[src/rtl/imem_boot_loader_pkg.sv]
// -----------------------------------------------------------------------------
// imem_boot_loader_pkg
// Shared types and constants for the instruction-memory boot loader.
//   state_t         : loader FSM state encoding (also exported on DBG_STATE)
//   BYTES_PER_WORD  : bytes packed into one instruction word
//   BYTE_W          : width of one stream byte
//   CKSUM_W         : width of the running checksum (optional feature)
// -----------------------------------------------------------------------------
package imem_boot_loader_pkg;

  localparam int BYTES_PER_WORD = 4;
  localparam int BYTE_W         = 8;
  localparam int CKSUM_W        = 8;

  typedef enum logic [2:0] {
    ST_IDLE  = 3'd0,
    ST_RECV  = 3'd1,
    ST_WRITE = 3'd2,
    ST_CKSUM = 3'd3,
    ST_RUN   = 3'd4,
    ST_FAIL  = 3'd5
  } state_t;

endpackage

[src/rtl/imem_boot_loader_byte_packer.sv]
// -----------------------------------------------------------------------------
// imem_boot_loader_byte_packer
// Packs accepted stream bytes big-endian into one instruction word: the first
// byte of a word ends up in the top byte lane, the fourth in the bottom lane.
// Ports:
//   i_clk, i_rst    : clock, asynchronous active-high reset
//   i_clear         : synchronous clear of byte index and shift register
//   i_accept        : a byte handshake happened this cycle
//   i_data          : byte being accepted
//   o_word          : shift register contents (full word after the 4th byte)
//   o_byte_idx      : index of the next byte within the current word (0..3)
//   o_word_ready    : one-cycle pulse, high the cycle after the 4th byte
// -----------------------------------------------------------------------------
module imem_boot_loader_byte_packer
  import imem_boot_loader_pkg::*;
(
  input  logic                             i_clk,
  input  logic                             i_rst,
  input  logic                             i_clear,
  input  logic                             i_accept,
  input  logic [BYTE_W-1:0]                i_data,
  output logic [BYTES_PER_WORD*BYTE_W-1:0] o_word,
  output logic [1:0]                       o_byte_idx,
  output logic                             o_word_ready
);

  localparam int WORD_W = BYTES_PER_WORD * BYTE_W;

  logic [WORD_W-1:0] r_shift;
  logic [1:0]        r_byte_idx;
  logic              r_word_ready;

  always_ff @(posedge i_clk or posedge i_rst) begin
    if (i_rst) begin
      r_shift      <= '0;
      r_byte_idx   <= '0;
      r_word_ready <= 1'b0;
    end else begin
      r_word_ready <= 1'b0;
      if (i_clear) begin
        r_shift    <= '0;
        r_byte_idx <= '0;
      end else if (i_accept) begin
        // Shifting left means earlier bytes migrate toward the MSB lane.
        r_shift    <= {r_shift[WORD_W-BYTE_W-1:0], i_data};
        // 2-bit index wraps 3 -> 0 on its own at the end of a word.
        r_byte_idx <= r_byte_idx + 2'd1;
        if (r_byte_idx == 2'(BYTES_PER_WORD - 1)) begin
          r_word_ready <= 1'b1;
        end
      end
    end
  end

  assign o_word       = r_shift;
  assign o_byte_idx   = r_byte_idx;
  assign o_word_ready = r_word_ready;

endmodule

[src/rtl/imem_boot_loader.sv]
// -----------------------------------------------------------------------------
// imem_boot_loader
// Boot-time program loader in front of cpu_top. Receives a byte stream over a
// valid/ready link, packs it big-endian into 32-bit words, writes each word to
// sequential instruction-memory addresses, and keeps the CPU in reset until
// the whole program is in memory.
//
// Handshake: a byte transfers on a rising CLK edge where RX_VALID and
// RX_READY are both high; RX_READY never depends combinationally on RX_VALID,
// and RX_VALID low simply stalls the loader with no byte consumed.
//
// Optional feature (macro IMEM_BOOT_LOADER_CKSUM_EN): after the last word one
// extra byte is accepted and compared against the modulo-256 sum of all data
// bytes; a mismatch parks the loader in FAIL with ERR high and the CPU held in
// reset. Without the macro there is no checksum phase and ERR is tied low.
//
// Ports:
//   CLK, RST        : clock (rising edge), asynchronous active-high reset
//   START           : one-cycle pulse that begins a (re)load
//   WORD_CNT        : words to load, sampled on START, saturated at MAX_WORDS
//   RX_VALID/DATA   : byte stream input
//   RX_READY        : loader can take a byte this cycle
//   IMEM_WE/ADDR/WDATA : instruction memory write port, one cycle per word
//   CPU_RSTn        : active-low CPU reset, high only once loading finished
//   BUSY, DONE, ERR : status
//   DBG_STATE       : current FSM state (state_t encoding)
// All outputs come straight from flops.
// -----------------------------------------------------------------------------
module imem_boot_loader
  import imem_boot_loader_pkg::*;
#(
  parameter int ADDR_W    = 6,
  parameter int DATA_W    = 32,
  parameter int MAX_WORDS = 2**ADDR_W
) (
  input  logic              CLK,
  input  logic              RST,
  input  logic              START,
  input  logic [ADDR_W:0]   WORD_CNT,
  input  logic              RX_VALID,
  input  logic [BYTE_W-1:0] RX_DATA,
  output logic              RX_READY,
  output logic              IMEM_WE,
  output logic [ADDR_W-1:0] IMEM_ADDR,
  output logic [DATA_W-1:0] IMEM_WDATA,
  output logic              CPU_RSTn,
  output logic              BUSY,
  output logic              DONE,
  output logic              ERR,
  output logic [2:0]        DBG_STATE
);

  localparam logic [ADDR_W:0] LP_MAX_WORDS = (ADDR_W+1)'(MAX_WORDS);
  localparam logic [ADDR_W:0] LP_ONE       = (ADDR_W+1)'(1);

  state_t            r_state;
  state_t            w_next_state;

  logic [ADDR_W:0]   r_word_cnt;
  logic [ADDR_W:0]   r_word_idx;
  logic [ADDR_W:0]   w_cnt_clamped;
  logic [ADDR_W-1:0] r_imem_addr;

  logic              r_rx_ready;
  logic              r_cpu_rstn;
  logic              r_busy;
  logic              r_done;

  logic              w_start_acc;
  logic              w_accept;
  logic              w_last_byte;
  logic              w_last_word;

  logic [DATA_W-1:0] w_word;
  logic [1:0]        w_byte_idx;
  logic              w_word_ready;

`ifdef IMEM_BOOT_LOADER_CKSUM_EN
  logic [CKSUM_W-1:0] r_sum;
  logic               r_err;
  logic               w_ck_accept;
`endif

  // ---------------------------------------------------------------------------
  // Handshake / control decode
  // ---------------------------------------------------------------------------
  // START is honoured only when no load is in flight.
  assign w_start_acc = START && ((r_state == ST_IDLE) || (r_state == ST_RUN) ||
                                 (r_state == ST_FAIL));

  assign w_cnt_clamped = (WORD_CNT > LP_MAX_WORDS) ? LP_MAX_WORDS : WORD_CNT;

  // Data bytes are only taken in RECV; the checksum byte is handled separately
  // so it never reaches the packer.
  assign w_accept    = RX_VALID && r_rx_ready && (r_state == ST_RECV);
  assign w_last_byte = w_accept && (w_byte_idx == 2'(BYTES_PER_WORD - 1));
  assign w_last_word = ((r_word_idx + LP_ONE) == r_word_cnt);

`ifdef IMEM_BOOT_LOADER_CKSUM_EN
  assign w_ck_accept = RX_VALID && r_rx_ready && (r_state == ST_CKSUM);
`endif

  // ---------------------------------------------------------------------------
  // Byte packer
  // ---------------------------------------------------------------------------
  imem_boot_loader_byte_packer u_byte_packer (
    .i_clk        (CLK),
    .i_rst        (RST),
    .i_clear      (w_start_acc),
    .i_accept     (w_accept),
    .i_data       (RX_DATA),
    .o_word       (w_word),
    .o_byte_idx   (w_byte_idx),
    .o_word_ready (w_word_ready)
  );

  // ---------------------------------------------------------------------------
  // FSM next state
  // ---------------------------------------------------------------------------
  always_comb begin
    w_next_state = r_state;
    case (r_state)
`ifdef IMEM_BOOT_LOADER_CKSUM_EN
      ST_IDLE, ST_RUN, ST_FAIL: begin
`else
      ST_IDLE, ST_RUN: begin
`endif
        if (START) begin
          w_next_state = (w_cnt_clamped == '0) ? ST_RUN : ST_RECV;
        end
      end
      ST_RECV: begin
        if (w_last_byte) begin
          w_next_state = ST_WRITE;
        end
      end
      ST_WRITE: begin
        if (w_last_word) begin
`ifdef IMEM_BOOT_LOADER_CKSUM_EN
          w_next_state = ST_CKSUM;
`else
          w_next_state = ST_RUN;
`endif
        end else begin
          w_next_state = ST_RECV;
        end
      end
`ifdef IMEM_BOOT_LOADER_CKSUM_EN
      ST_CKSUM: begin
        if (w_ck_accept) begin
          w_next_state = (RX_DATA == r_sum) ? ST_RUN : ST_FAIL;
        end
      end
`endif
      default: w_next_state = ST_IDLE;
    endcase
  end

  // ---------------------------------------------------------------------------
  // State, counters and registered outputs
  // Outputs are decoded from the next state so they line up with the state
  // register without any combinational path to the ports.
  // ---------------------------------------------------------------------------
  always_ff @(posedge CLK or posedge RST) begin
    if (RST) begin
      r_state     <= ST_IDLE;
      r_word_cnt  <= '0;
      r_word_idx  <= '0;
      r_imem_addr <= '0;
      r_rx_ready  <= 1'b0;
      r_cpu_rstn  <= 1'b0;
      r_busy      <= 1'b0;
      r_done      <= 1'b0;
    end else begin
      r_state    <= w_next_state;
`ifdef IMEM_BOOT_LOADER_CKSUM_EN
      r_rx_ready <= (w_next_state == ST_RECV) || (w_next_state == ST_CKSUM);
      r_busy     <= (w_next_state == ST_RECV) || (w_next_state == ST_WRITE) ||
                    (w_next_state == ST_CKSUM);
`else
      r_rx_ready <= (w_next_state == ST_RECV);
      r_busy     <= (w_next_state == ST_RECV) || (w_next_state == ST_WRITE);
`endif
      r_done     <= (w_next_state == ST_RUN);
      r_cpu_rstn <= (w_next_state == ST_RUN);

      if (w_start_acc) begin
        r_word_cnt  <= w_cnt_clamped;
        r_word_idx  <= '0;
        r_imem_addr <= '0;
      end else begin
        // Address is captured as the word completes so it is valid in the
        // WRITE cycle; the index advances at the end of that cycle. The index
        // never exceeds the latched count, so the address cannot wrap.
        if (w_last_byte) begin
          r_imem_addr <= r_word_idx[ADDR_W-1:0];
        end
        if (w_word_ready) begin
          r_word_idx <= r_word_idx + LP_ONE;
        end
      end
    end
  end

`ifdef IMEM_BOOT_LOADER_CKSUM_EN
  always_ff @(posedge CLK or posedge RST) begin
    if (RST) begin
      r_sum <= '0;
      r_err <= 1'b0;
    end else begin
      r_err <= (w_next_state == ST_FAIL);
      if (w_start_acc) begin
        r_sum <= '0;
      end else if (w_accept) begin
        r_sum <= r_sum + RX_DATA;
      end
    end
  end

  assign ERR = r_err;
`else
  assign ERR = 1'b0;
`endif

  assign RX_READY   = r_rx_ready;
  assign IMEM_WE    = w_word_ready;   // flop in the packer, high only in WRITE
  assign IMEM_ADDR  = r_imem_addr;
  assign IMEM_WDATA = w_word;         // packer shift register holds the word
  assign CPU_RSTn   = r_cpu_rstn;
  assign BUSY       = r_busy;
  assign DONE       = r_done;
  assign DBG_STATE  = r_state;

endmodule

[config.mk]
export PLATFORM = sky130hd
export DESIGN_NAME = imem_boot_loader
export DESIGN_NICKNAME = d
export VERILOG_FILES = /design/src/rtl/imem_boot_loader_pkg.sv /design/src/rtl/imem_boot_loader_byte_packer.sv /design/src/rtl/imem_boot_loader.sv
export SDC_FILE = /design/constraint.sdc
export NUM_CORES = 1
export LEC_CHECK = 0
export CELL_PAD_IN_SITES_DETAIL_PLACEMENT = 0
export CELL_PAD_IN_SITES_GLOBAL_PLACEMENT = 1
export CORE_ASPECT_RATIO = 1.2
export CORE_MARGIN = 2
export CORE_UTILIZATION = 40
export CTS_CLUSTER_SIZE = 14
export DETAILED_ROUTE_END_ITERATION = 16
export PLACE_DENSITY = 0.85
export SETUP_SLACK_MARGIN = 0.02
export SYNTH_ARGS = -nofsm -noshare
export SYNTH_HDL_FRONTEND = slang
export SYNTH_SLANG_ARGS = --single-unit
export TNS_END_PERCENT = 10
[constraint.sdc]
create_clock -name CLK -period 3.6 [get_ports CLK]
set_input_delay 0.72 -clock CLK [delete_from_list [all_inputs] [get_ports CLK]]
set_output_delay 0.72 -clock CLK [all_outputs]
set_load 0.05 [all_outputs]
==> run metrics <==
status=complete, no violations; IO buf count=64; GP Congestion=0.769; post-synthesis sequential area ratio=0.560; Reg power frac=0.340; Synth Warn #=0; sw power=1.47 mW; dpl ws=1130 ps; wire length per cell=13.5 um; fin crit period=2420 ps; cell area after synthesis=2720 um^2; post-CTS setup buffer count=0; drt pass-1 iters=5; syn nets=319; Worst Hold Class=reg2reg; row count=32; Leakage=1.74 nW; CTS max path bufs=2; Hold Violations, Final=0; TritonCTS clock tree=yes; Comb power frac=0.468; Initial Util=0.417; Slew headroom=0.552; die area=7490 um^2; routed via count=2232; Layout area overhead=33.2%; clock transition at the registers of the reported paths=70 ps; Synth Register Bits=61; Routed Antenna Nets=0; ANT cells=0; Final Max Slew Viols=0; first-pass GRT wire length=10400 um; total track usage=0.180; antenna violations before repair=0; chip width=79.3 um; grt ovf=0; EDFF count, synth=0; fraction of power spent switching nets=0.455; Max Cap Violations=0; power per cell area=888 nW/um^2; hpwl dp=4130 um; setup TNS=0 ps; top-area cell type share of the netlist area=0.560; worst setup margin=1180 ps; RSZ-0062 raised after global routing=no; CP bufs+invs=1; f_max=0.413 GHz; clk_skew=7.47 ps; Setup CP Type=reg2out; most used flip-flop cell after synthesis=dfrtp_1; synthesized instance count=298; total power=3.22 mW; Critical Path RT=2880 ps; Worst setup EP type=output port; post-synth top area cell=dfrtp_1; final worst-path cycle share=0.673; H-tree depth=3; CP Launch Type=flop; slowest CP cell=clkdlybuf4s50_1; fin nets=380; slowest stage delay, CP=860 ps; Final Setup Violations=0; largest cells by area after synthesis=dfrtp_1 56%, nand2_1 13%, nand3_1 8.3%; Worst Path Arrival=1700 ps; peak supply drop=0.439 mV; DRC violations left=0; clk root buf=clkbuf_8; Vert. Die Dim=94.4 um; fillers=579; Avg Inst Size Synth=9.14 um^2; count leader, synth=nand2_1; Total Wirelength=6070 um; worst skew pair latency=330 ps; TritonCTS Sinks=61; layout cell share with drive strength beyond 1=0.0714; synth unique cells=36; Num CTS Buffers=9; cts repair resizes=0; number of global-route vias before repair=2138; largest net degree at the start of global routing=54; share of flip-flops with an asynchronous set or reset=1.00; I/O pins=66; critical path, cell by cell=clkdlybuf4s50_1; Worst Tran Pin Value=671 ps; hold_buf cts=0; Clk pwr share=0.192; Starting DRT DRC Count=124; critical path's top delay family=buffers and inverters; Int Pwr=1.75 mW; Vias/cell=4.97; top cells by count, synth=93 x nand2_1, 61 x dfrtp_1, 45 x nand3_1; Core Area=6530 um^2; CP Max Fanout=8
-- power groups by stage --
stage	registers, mW	logic, mW	clock network [mW]
after CTS	1.10	1.52	0.640
after detailed placement	1.11	1.52	0
after global routing	1.13	1.62	0.670
after floorplan	1.68	0.421	0
after global placement	1.10	1.51	0
final	1.09	1.51	0.620
-- layout make-up --
class                   instances  area [um^2]  share of cell area
inverters                       7         26.3             0.00724
repair buffers                 69          678               0.187
clock inverters                 5         58.8              0.0162
flip-flops and latches         61         1530               0.421
multi-input cells             211         1080               0.298
well taps                      85          106              0.0293
clock buffers                  11          151              0.0417
-- cell usage in the layout (no fill, tap or decap), types with 2 or more instances in the layout --
master           instances
clkdlybuf4s50_1         64
nor2b_1                  2
buf_4                    5
a41o_1                   2
ha_1                     2
nand2_1                 93
clkinvlp_4               2
dfrtp_1                 61
inv_1                    6
nor2_1                  10
nor4_1                   2
o21ai_0                 10
xnor2_1                  6
a21oi_1                  3
mux2i_1                  2
o211ai_1                 2
clkbuf_8                11
nand4_1                  3
nand2b_1                 6
and3_1                   3
nand3_1                 45
xor2_1                   6
-- logic make-up (layout without fill, tap and decap cells) --
group,Yosys count,in the layout,synth area share
adder cells (fa/ha/maj),2,2,0.00919
buffers and inverters,26,92,0.0469
XOR/XNOR,12,12,0.0386
AND/OR/NAND/NOR,170,170,0.278
other,1,1,0.00138
multiplexers,2,2,0.00735
AO/OA/AOI/OAI,24,24,0.0579
flip-flops,61,61,0.560
-- registers in the layout, summed over array words and instances, names as in the netlist --
name                        cells
DBG_STATE                       3
r_word_idx                      7
DONE                            1
u_byte_packer.o_byte_idx        2
RX_READY                        1
IMEM_ADDR                       6
r_word_cnt                      7
u_byte_packer.o_word_ready      1
BUSY                            1
u_byte_packer.o_word           32
-- per-stage QoR --
step	std cells	hold slack, ps	utilization	area [um^2]
after global routing	449	522	0.556	3630
after global placement	433	478	0.524	3420
after CTS	449	497	0.556	3630
final	449	496	0.556	3630
after floorplan	298	467	-	2720
after detailed placement	433	479	0.524	3420
-- path summary, 6_finish.rpt --
check,start,slack [ps],to,cells past startpoint
min in group asynchronous,RST,810,u_byte_packer.o_word[18],2
worst min-delay path,u_byte_packer.o_word[5],500,u_byte_packer.o_word[13],2
worst max-delay path,DBG_STATE[1],1180,DBG_STATE[1],1
worst min register to register,u_byte_packer.o_word[5],500,u_byte_packer.o_word[13],2
max in group asynchronous,RST,2090,u_byte_packer.o_word[14],3
worst max register to register,DBG_STATE[1],1670,IMEM_ADDR[3],7
-- layer usage --
metal	track usage	routed length (um)	share of wire	vias to the layer above
met1	0.234	2790	0.46	1057
met5	0	0	0	-
li1	-	-	-	1110
met3	0.0583	292	0.048	12
met2	0.275	2840	0.47	53
met4	0.0819	142	0.023	0
(Power assumes the default switching activity.)
